==> config.mk <==
export PLATFORM = sky130hd
export DESIGN_NAME = prec_conv_sched
export DESIGN_NICKNAME = d
export VERILOG_FILES = /design/src/rtl/prec_conv_sched.sv
export SDC_FILE = /design/constraint.sdc
export NUM_CORES = 1
export LEC_CHECK = 0
export BUFFER_PORTS_ARGS = -buffer_cell sky130_fd_sc_hd__buf_4
export CAP_MARGIN = 20
export CORE_MARGIN = 2
export CORE_UTILIZATION = 30
export CTS_CLUSTER_DIAMETER = 30
export DETAILED_ROUTE_END_ITERATION = 10
export PLACE_DENSITY_LB_ADDON = 0.08
export SKIP_LAST_GASP = 1
export SYNTH_ARGS = -nofsm -noshare
export SYNTH_HDL_FRONTEND = slang
export SYNTH_SLANG_ARGS = --single-unit
==> constraint.sdc <==
create_clock -name clk -period 3.5 [get_ports clk]
set_input_delay 0.35 -clock clk [delete_from_list [all_inputs] [get_ports clk]]
set_output_delay 0.35 -clock clk [all_outputs]
set_load 0.02 [all_outputs]
==> src/rtl/prec_conv_sched.sv <==
// prec_conv_sched: converts a NUM_ELEM float vector by time-sharing LANES precision_tran converters.
// Optional perf counters (perf_vec_cnt, perf_stall_cnt) are enabled by defining PREC_CONV_SCHED_PERF_EN.

module precision_tran #(
   parameter int EXP_WIDTH_IN   = 4,
   parameter int FRAC_WIDTH_IN  = 3,
   parameter int EXP_WIDTH_OUT  = 5,
   parameter int FRAC_WIDTH_OUT = 3
) (
   input  logic [EXP_WIDTH_IN+FRAC_WIDTH_IN:0]   a,
   output logic [EXP_WIDTH_OUT+FRAC_WIDTH_OUT:0] y,
   output logic                                  invalid,
   output logic                                  overflow,
   output logic                                  underflow
);
   localparam int EI       = EXP_WIDTH_IN;
   localparam int FI       = FRAC_WIDTH_IN;
   localparam int EO       = EXP_WIDTH_OUT;
   localparam int FO       = FRAC_WIDTH_OUT;
   localparam int BIAS_IN  = (1 << (EI - 1)) - 1;
   localparam int BIAS_OUT = (1 << (EO - 1)) - 1;
   localparam int EMAX_OUT = (1 << EO) - 2;
   localparam int XW       = ((EI > EO) ? EI : EO) + 2;
   localparam logic signed [XW-1:0] REBIAS_X = XW'(BIAS_OUT - BIAS_IN);
   localparam logic signed [XW-1:0] EMAX_X   = XW'(EMAX_OUT);
   localparam logic signed [XW-1:0] ONE_X    = XW'(1);

   logic                 sign;
   logic [EI-1:0]        exp_in;
   logic [FI-1:0]        frac_in;
   logic [FO-1:0]        frac_cv;
   logic [FO-1:0]        qnan_frac;
   logic signed [XW-1:0] exp_reb;

   assign sign    = a[EI+FI];
   assign exp_in  = a[EI+FI-1:FI];
   assign frac_in = a[FI-1:0];
   assign exp_reb = $signed({{(XW-EI){1'b0}}, exp_in}) + REBIAS_X;

   if (FO > FI) begin : g_frac_ext
      assign frac_cv = {frac_in, {(FO-FI){1'b0}}};
   end else if (FO == FI) begin : g_frac_same
      assign frac_cv = frac_in;
   end else begin : g_frac_trunc
      assign frac_cv = frac_in[FI-1 -: FO];
   end

   // Specials first, then the rebiased exponent is range-checked against the output format
   always_comb begin
      qnan_frac         = '0;
      qnan_frac[FO-1]   = 1'b1;
      y                 = '0;
      invalid           = 1'b0;
      overflow          = 1'b0;
      underflow         = 1'b0;
      if (exp_in == '1) begin
         if (frac_in != '0) begin
            y       = {1'b0, {EO{1'b1}}, qnan_frac};
            invalid = 1'b1;
         end else begin
            y = {sign, {EO{1'b1}}, {FO{1'b0}}};
         end
      end else if (exp_in == '0) begin
         y = {sign, {(EO+FO){1'b0}}};
      end else if (exp_reb > EMAX_X) begin
         y        = {sign, EO'(EMAX_OUT), {FO{1'b1}}};
         overflow = 1'b1;
      end else if (exp_reb < ONE_X) begin
         y         = {sign, {(EO+FO){1'b0}}};
         underflow = 1'b1;
      end else begin
         y = {sign, exp_reb[EO-1:0], frac_cv};
      end
   end
endmodule

module prec_conv_sched #(
   parameter int EXP_WIDTH_IN   = 4,
   parameter int FRAC_WIDTH_IN  = 3,
   parameter int EXP_WIDTH_OUT  = 5,
   parameter int FRAC_WIDTH_OUT = 3,
   parameter int NUM_ELEM       = 8,
   parameter int LANES          = 2,
   localparam int EW_IN  = EXP_WIDTH_IN + FRAC_WIDTH_IN + 1,
   localparam int EW_OUT = EXP_WIDTH_OUT + FRAC_WIDTH_OUT + 1
) (
   input  logic                       clk,
   input  logic                       rst,
   input  logic                       in_valid,
   output logic                       in_ready,
   input  logic [NUM_ELEM*EW_IN-1:0]  in_vec,
   output logic                       out_valid,
   input  logic                       out_ready,
   output logic [NUM_ELEM*EW_OUT-1:0] out_vec,
   output logic                       out_invalid,
   output logic                       out_overflow,
   output logic                       out_underflow,
   output logic                       busy
`ifdef PREC_CONV_SCHED_PERF_EN
   ,
   output logic [31:0]                perf_vec_cnt,
   output logic [31:0]                perf_stall_cnt
`endif
);
   localparam int BEATS = NUM_ELEM / LANES;
   localparam int CW    = (BEATS > 1) ? $clog2(BEATS) : 1;

   if (NUM_ELEM % LANES != 0) begin : g_bad_lanes
      $error("prec_conv_sched: NUM_ELEM must be a multiple of LANES");
   end

   typedef enum logic [1:0] {IDLE, CONV, DONE} state_t;

   state_t                     state;
   logic [CW-1:0]              beat;
   logic [NUM_ELEM*EW_IN-1:0]  src_vec;
   logic [EW_OUT-1:0]          lane_y [LANES];
   logic [LANES-1:0]           lane_inv;
   logic [LANES-1:0]           lane_ovf;
   logic [LANES-1:0]           lane_unf;

   for (genvar j = 0; j < LANES; j++) begin : g_lane
      precision_tran #(
         .EXP_WIDTH_IN  (EXP_WIDTH_IN),
         .FRAC_WIDTH_IN (FRAC_WIDTH_IN),
         .EXP_WIDTH_OUT (EXP_WIDTH_OUT),
         .FRAC_WIDTH_OUT(FRAC_WIDTH_OUT)
      ) u_conv (
         .a        (src_vec[(int'(beat) * LANES + j) * EW_IN +: EW_IN]),
         .y        (lane_y[j]),
         .invalid  (lane_inv[j]),
         .overflow (lane_ovf[j]),
         .underflow(lane_unf[j])
      );
   end

   // Source is latched on accept so the producer may change in_vec during conversion
   always_ff @(posedge clk) begin
      if (rst) begin
         state         <= IDLE;
         beat          <= '0;
         src_vec       <= '0;
         in_ready      <= 1'b1;
         out_valid     <= 1'b0;
         out_vec       <= '0;
         out_invalid   <= 1'b0;
         out_overflow  <= 1'b0;
         out_underflow <= 1'b0;
         busy          <= 1'b0;
      end else begin
         case (state)
            IDLE: begin
               if (in_valid) begin
                  src_vec       <= in_vec;
                  beat          <= '0;
                  out_invalid   <= 1'b0;
                  out_overflow  <= 1'b0;
                  out_underflow <= 1'b0;
                  in_ready      <= 1'b0;
                  busy          <= 1'b1;
                  state         <= CONV;
               end
            end
            CONV: begin
               for (int j = 0; j < LANES; j++) begin
                  out_vec[(int'(beat) * LANES + j) * EW_OUT +: EW_OUT] <= lane_y[j];
               end
               out_invalid   <= out_invalid | (|lane_inv);
               out_overflow  <= out_overflow | (|lane_ovf);
               out_underflow <= out_underflow | (|lane_unf);
               if (beat == CW'(BEATS - 1)) begin
                  beat      <= '0;
                  out_valid <= 1'b1;
                  state     <= DONE;
               end else begin
                  beat <= beat + CW'(1);
               end
            end
            DONE: begin
               if (out_ready) begin
                  out_valid <= 1'b0;
                  in_ready  <= 1'b1;
                  busy      <= 1'b0;
                  state     <= IDLE;
               end
            end
            default: state <= IDLE;
         endcase
      end
   end

`ifdef PREC_CONV_SCHED_PERF_EN
   // Counters wrap naturally at 2^32
   always_ff @(posedge clk) begin
      if (rst) begin
         perf_vec_cnt   <= '0;
         perf_stall_cnt <= '0;
      end else if (state == DONE) begin
         if (out_ready) perf_vec_cnt <= perf_vec_cnt + 32'd1;
         else           perf_stall_cnt <= perf_stall_cnt + 32'd1;
      end
   end
`endif
endmodule

==> results summary <==
The flow ran to the end, and the final reports show no timing, DRC or antenna violations. The most common cell after layout, fill and taps aside is sky130_fd_sc_hd__buf_4. The number of max-cap violations came out at 0. The highest ir drop seen on vdd came out at 279 uV. The cell area after synthesis is 6250 um^2. The buffer count from post-CTS setup fixing came out at 0.

Across all hold checks on the routed design, the worst slack comes to 170 ps. The clock skew after layout came out at 10.3 ps. The number of warnings reported in the yosys synthesis log is 0. The first routing iteration left 442 violations. The fraction of the core area covered by cells at the end of the flow is 40.6%. The post-cts resize count came out at 0. The overall die width is 148 um. Yosys mapped a number of flops with a built-in enable equal to 0. The share of layout cells above drive strength 1 is 25.8%.

The quantity of I/O buffers inserted on ports came out at 145. The area of the die came out at 22000 um^2. The H-tree was split into 4 levels.

The kind of start point of the critical path is a register. The worst setup path is of the reg2reg kind. The pin count of the biggest net entering global routing came out at 111. The synthesis-to-finish area growth came out at 32.3%. The number of distinct library cells after synthesis came out at 56. For this design the top-level I/O count stands at 146. The required time at the endpoint of the critical path is 3810 ps. The ratio of routed vias to standard cells came out at 5.14.

The number of placed instances, taps included, is 1112. The number of iterations in the first detailed-routing pass is 5. The final number of max-transition violations came to 0.

The final setup violation count came out at 0. The cell leakage power came out at 3.26 nW. After detailed routing, the total wire length is 20800 um. The final net count came out at 936.

The worst pin sits at a relative slew slack of 27.3%. Dividing the final minimum period by the clock period gives 85.9%. The number of nets in the synthesized netlist is 806. In the layout the commonest cells are sky130_fd_sc_hd__buf_4, sky130_fd_sc_hd__nand2_1, sky130_fd_sc_hd__dfxtp_1.

The maximum frequency from static timing analysis is 333 MHz. In the routed design, unresolved DRC markers number 0. The gate count of the mapped netlist came out at 732. The setup TNS came out at 0 ps.

The total via count after detailed routing came out at 5886. For this run the aggregate overflow at the end of global routing stands at 0. The detail route stage leaves a number of antenna-violating nets equal to 0.

The number of buffers inserted during clock tree synthesis is 17. After synthesis, the share of flip-flops with an asynchronous set or reset is 0%. The initial cell density of the core is 30.7%. For the worst-skew pair, the clock arrives at the later sink with an insertion delay of 420 ps. The mean instance size in the synthesized netlist came out at 8.54 um^2.

After floorplanning, the core was divided into 52 placement rows. The arrival time of data at the critical path endpoint is 3320 ps. The tree is rooted in a sky130_fd_sc_hd__clkbuf_16. The tightest min-delay check is of the in2reg type. The main flop type after synthesis is sky130_fd_sc_hd__dfxtp_1. After clock tree synthesis, the clock-pin slew on the worst setup and hold paths is 60 ps. TritonCTS built the clock tree. The core footprint came out at 20400 um^2. The vertical extent of the die came out at 148 um. The clock net sink count came out at 146.

The register area share after synthesis came out at 46.8%. The finished cells cover 8260 um^2. Setup repair after global routing left no endpoint under its margin. The clock period minus final worst setup slack is 3010 ps. The largest fanout on the critical path came out at 13. The area after detailed placement came out at 7620 um^2. The overall power of the completed layout came out at 4.25 mW.

The final cell count without fillers is 1145. The hold buffer count at CTS came out at 0. Detailed placement ended at an HPWL of 14900 um. The number of synthesized register bits is 146.

Before CTS, the worst setup slack after placement is 475 ps. The initial antenna violation count is 0. The hold violation total from the final report came out at 0. Routability-driven placement finished with a final weighted congestion of 0.814. The pin slew with the least headroom to its limit is 1080 ps. The power density of the placed cells came out at 515 nW/um^2. The antenna cell count is 0. The via count of the first global-routing pass is 5638. The wire length per cell after detailed routing is 18.1 um. The global-route usage over all layers came out at 18.8%. The worst setup path is captured at a register. The global-route wire length before repair came out at 32100 um. The setup slack after layout came out at 493 ps.

The number of buffers between clock root and the deepest sink is 2.
[layout make-up]
cell class	instances	area, um^2
Multi-Input combinational cell	522	3070
Tap cell	270	338
Inverter	5	18.8
Clock buffer	19	433
Sequential cell	146	2920
Clock inverter	13	184
Fill cell	2096	12100
Timing Repair Buffer	170	1300
[where the power goes]
group	internal, mW	total [mW]	leakage, nW	switching [mW]
combinational	0.217	0.557	1.78	0.339
sequential	1.73	1.77	1.19	0.0433
clock	1.19	1.93	0.293	0.733
total	3.14	4.25	3.26	1.12
[synthesized netlist by cell type, types with 4 or more instances]
cell type / n / share of area [%]
sky130_fd_sc_hd__nand2b_1: 7 / 0.70
sky130_fd_sc_hd__nor4_1: 4 / 0.40
sky130_fd_sc_hd__buf_1: 7 / 0.42
sky130_fd_sc_hd__a32oi_1: 8 / 1.1
sky130_fd_sc_hd__a22o_1: 8 / 1.1
sky130_fd_sc_hd__a22oi_1: 41 / 4.9
sky130_fd_sc_hd__a311oi_1: 5 / 0.70
sky130_fd_sc_hd__nor3_1: 14 / 1.1
sky130_fd_sc_hd__nor2_1: 88 / 5.3
sky130_fd_sc_hd__nand2_1: 153 / 9.2
sky130_fd_sc_hd__clkbuf_1: 46 / 2.8
sky130_fd_sc_hd__dfxtp_1: 146 / 47
sky130_fd_sc_hd__ha_1: 6 / 1.2
sky130_fd_sc_hd__a21oi_1: 82 / 6.6
sky130_fd_sc_hd__nand3_1: 6 / 0.48
sky130_fd_sc_hd__inv_1: 5 / 0.30
sky130_fd_sc_hd__a221oi_1: 4 / 0.56
sky130_fd_sc_hd__o21ai_0: 8 / 0.64
sky130_fd_sc_hd__mux4_2: 16 / 5.8
sky130_fd_sc_hd__and2_1: 10 / 1.0
sky130_fd_sc_hd__o31ai_1: 5 / 0.60
[layer usage]
layer / part of all wire (%) / vias to the layer above / GRT usage (%)
li1: - / 2853 / -
met3: 6.1 / 14 / 4.60
met1: 47 / 2824 / 26.4
met4: 1.0 / 0 / 4.71
met5: 0 / - / 0
met2: 46 / 195 / 29.1
[cells by family (layout without fill, tap and decap cells)]
| kind of cell | after synthesis | count (layout) | share of synthesized area (%) |
|---|---|---|---|
| compound gates | 192 | 192 | 20.5 |
| fa+ha+maj | 6 | 6 | 1.20 |
| buf+inv | 64 | 207 | 4.21 |
| flops | 146 | 146 | 46.8 |
| mux | 21 | 21 | 6.61 |
| simple gates | 303 | 303 | 20.7 |
[sequential cells by signal (all words and copies together), names as in the netlist]
name	count
beat	2
busy	1
in_ready	1
out_invalid	1
out_overflow	1
out_underflow	1
out_valid	1
out_vec	72
src_vec	64
state	2
[critical path, cell delays in order, from the launching register on]
cell                        delay, ps
sky130_fd_sc_hd__dfxtp_2          580
sky130_fd_sc_hd__mux4_2           670
sky130_fd_sc_hd__or4_1            710
sky130_fd_sc_hd__a2bb2oi_2        250
sky130_fd_sc_hd__a21boi_1         170
sky130_fd_sc_hd__o2bb2ai_1        260
sky130_fd_sc_hd__a22o_1           240
[path summary, 6_finish.rpt]
path,start,end,slack (ps),cells after the start
worst min register to register,src_vec[59]$_SDFFE_PP0P_,src_vec[59]$_SDFFE_PP0P_,450,2
worst max register to register,beat[0]$_SDFFE_PP0P_,out_vec[26]$_SDFFE_PP0P_,490,6
worst min-delay path,in_vec[12],src_vec[12]$_SDFFE_PP0P_,170,3
worst max-delay path,beat[0]$_SDFFE_PP0P_,out_vec[26]$_SDFFE_PP0P_,490,6
(Power assumes the default switching activity.)
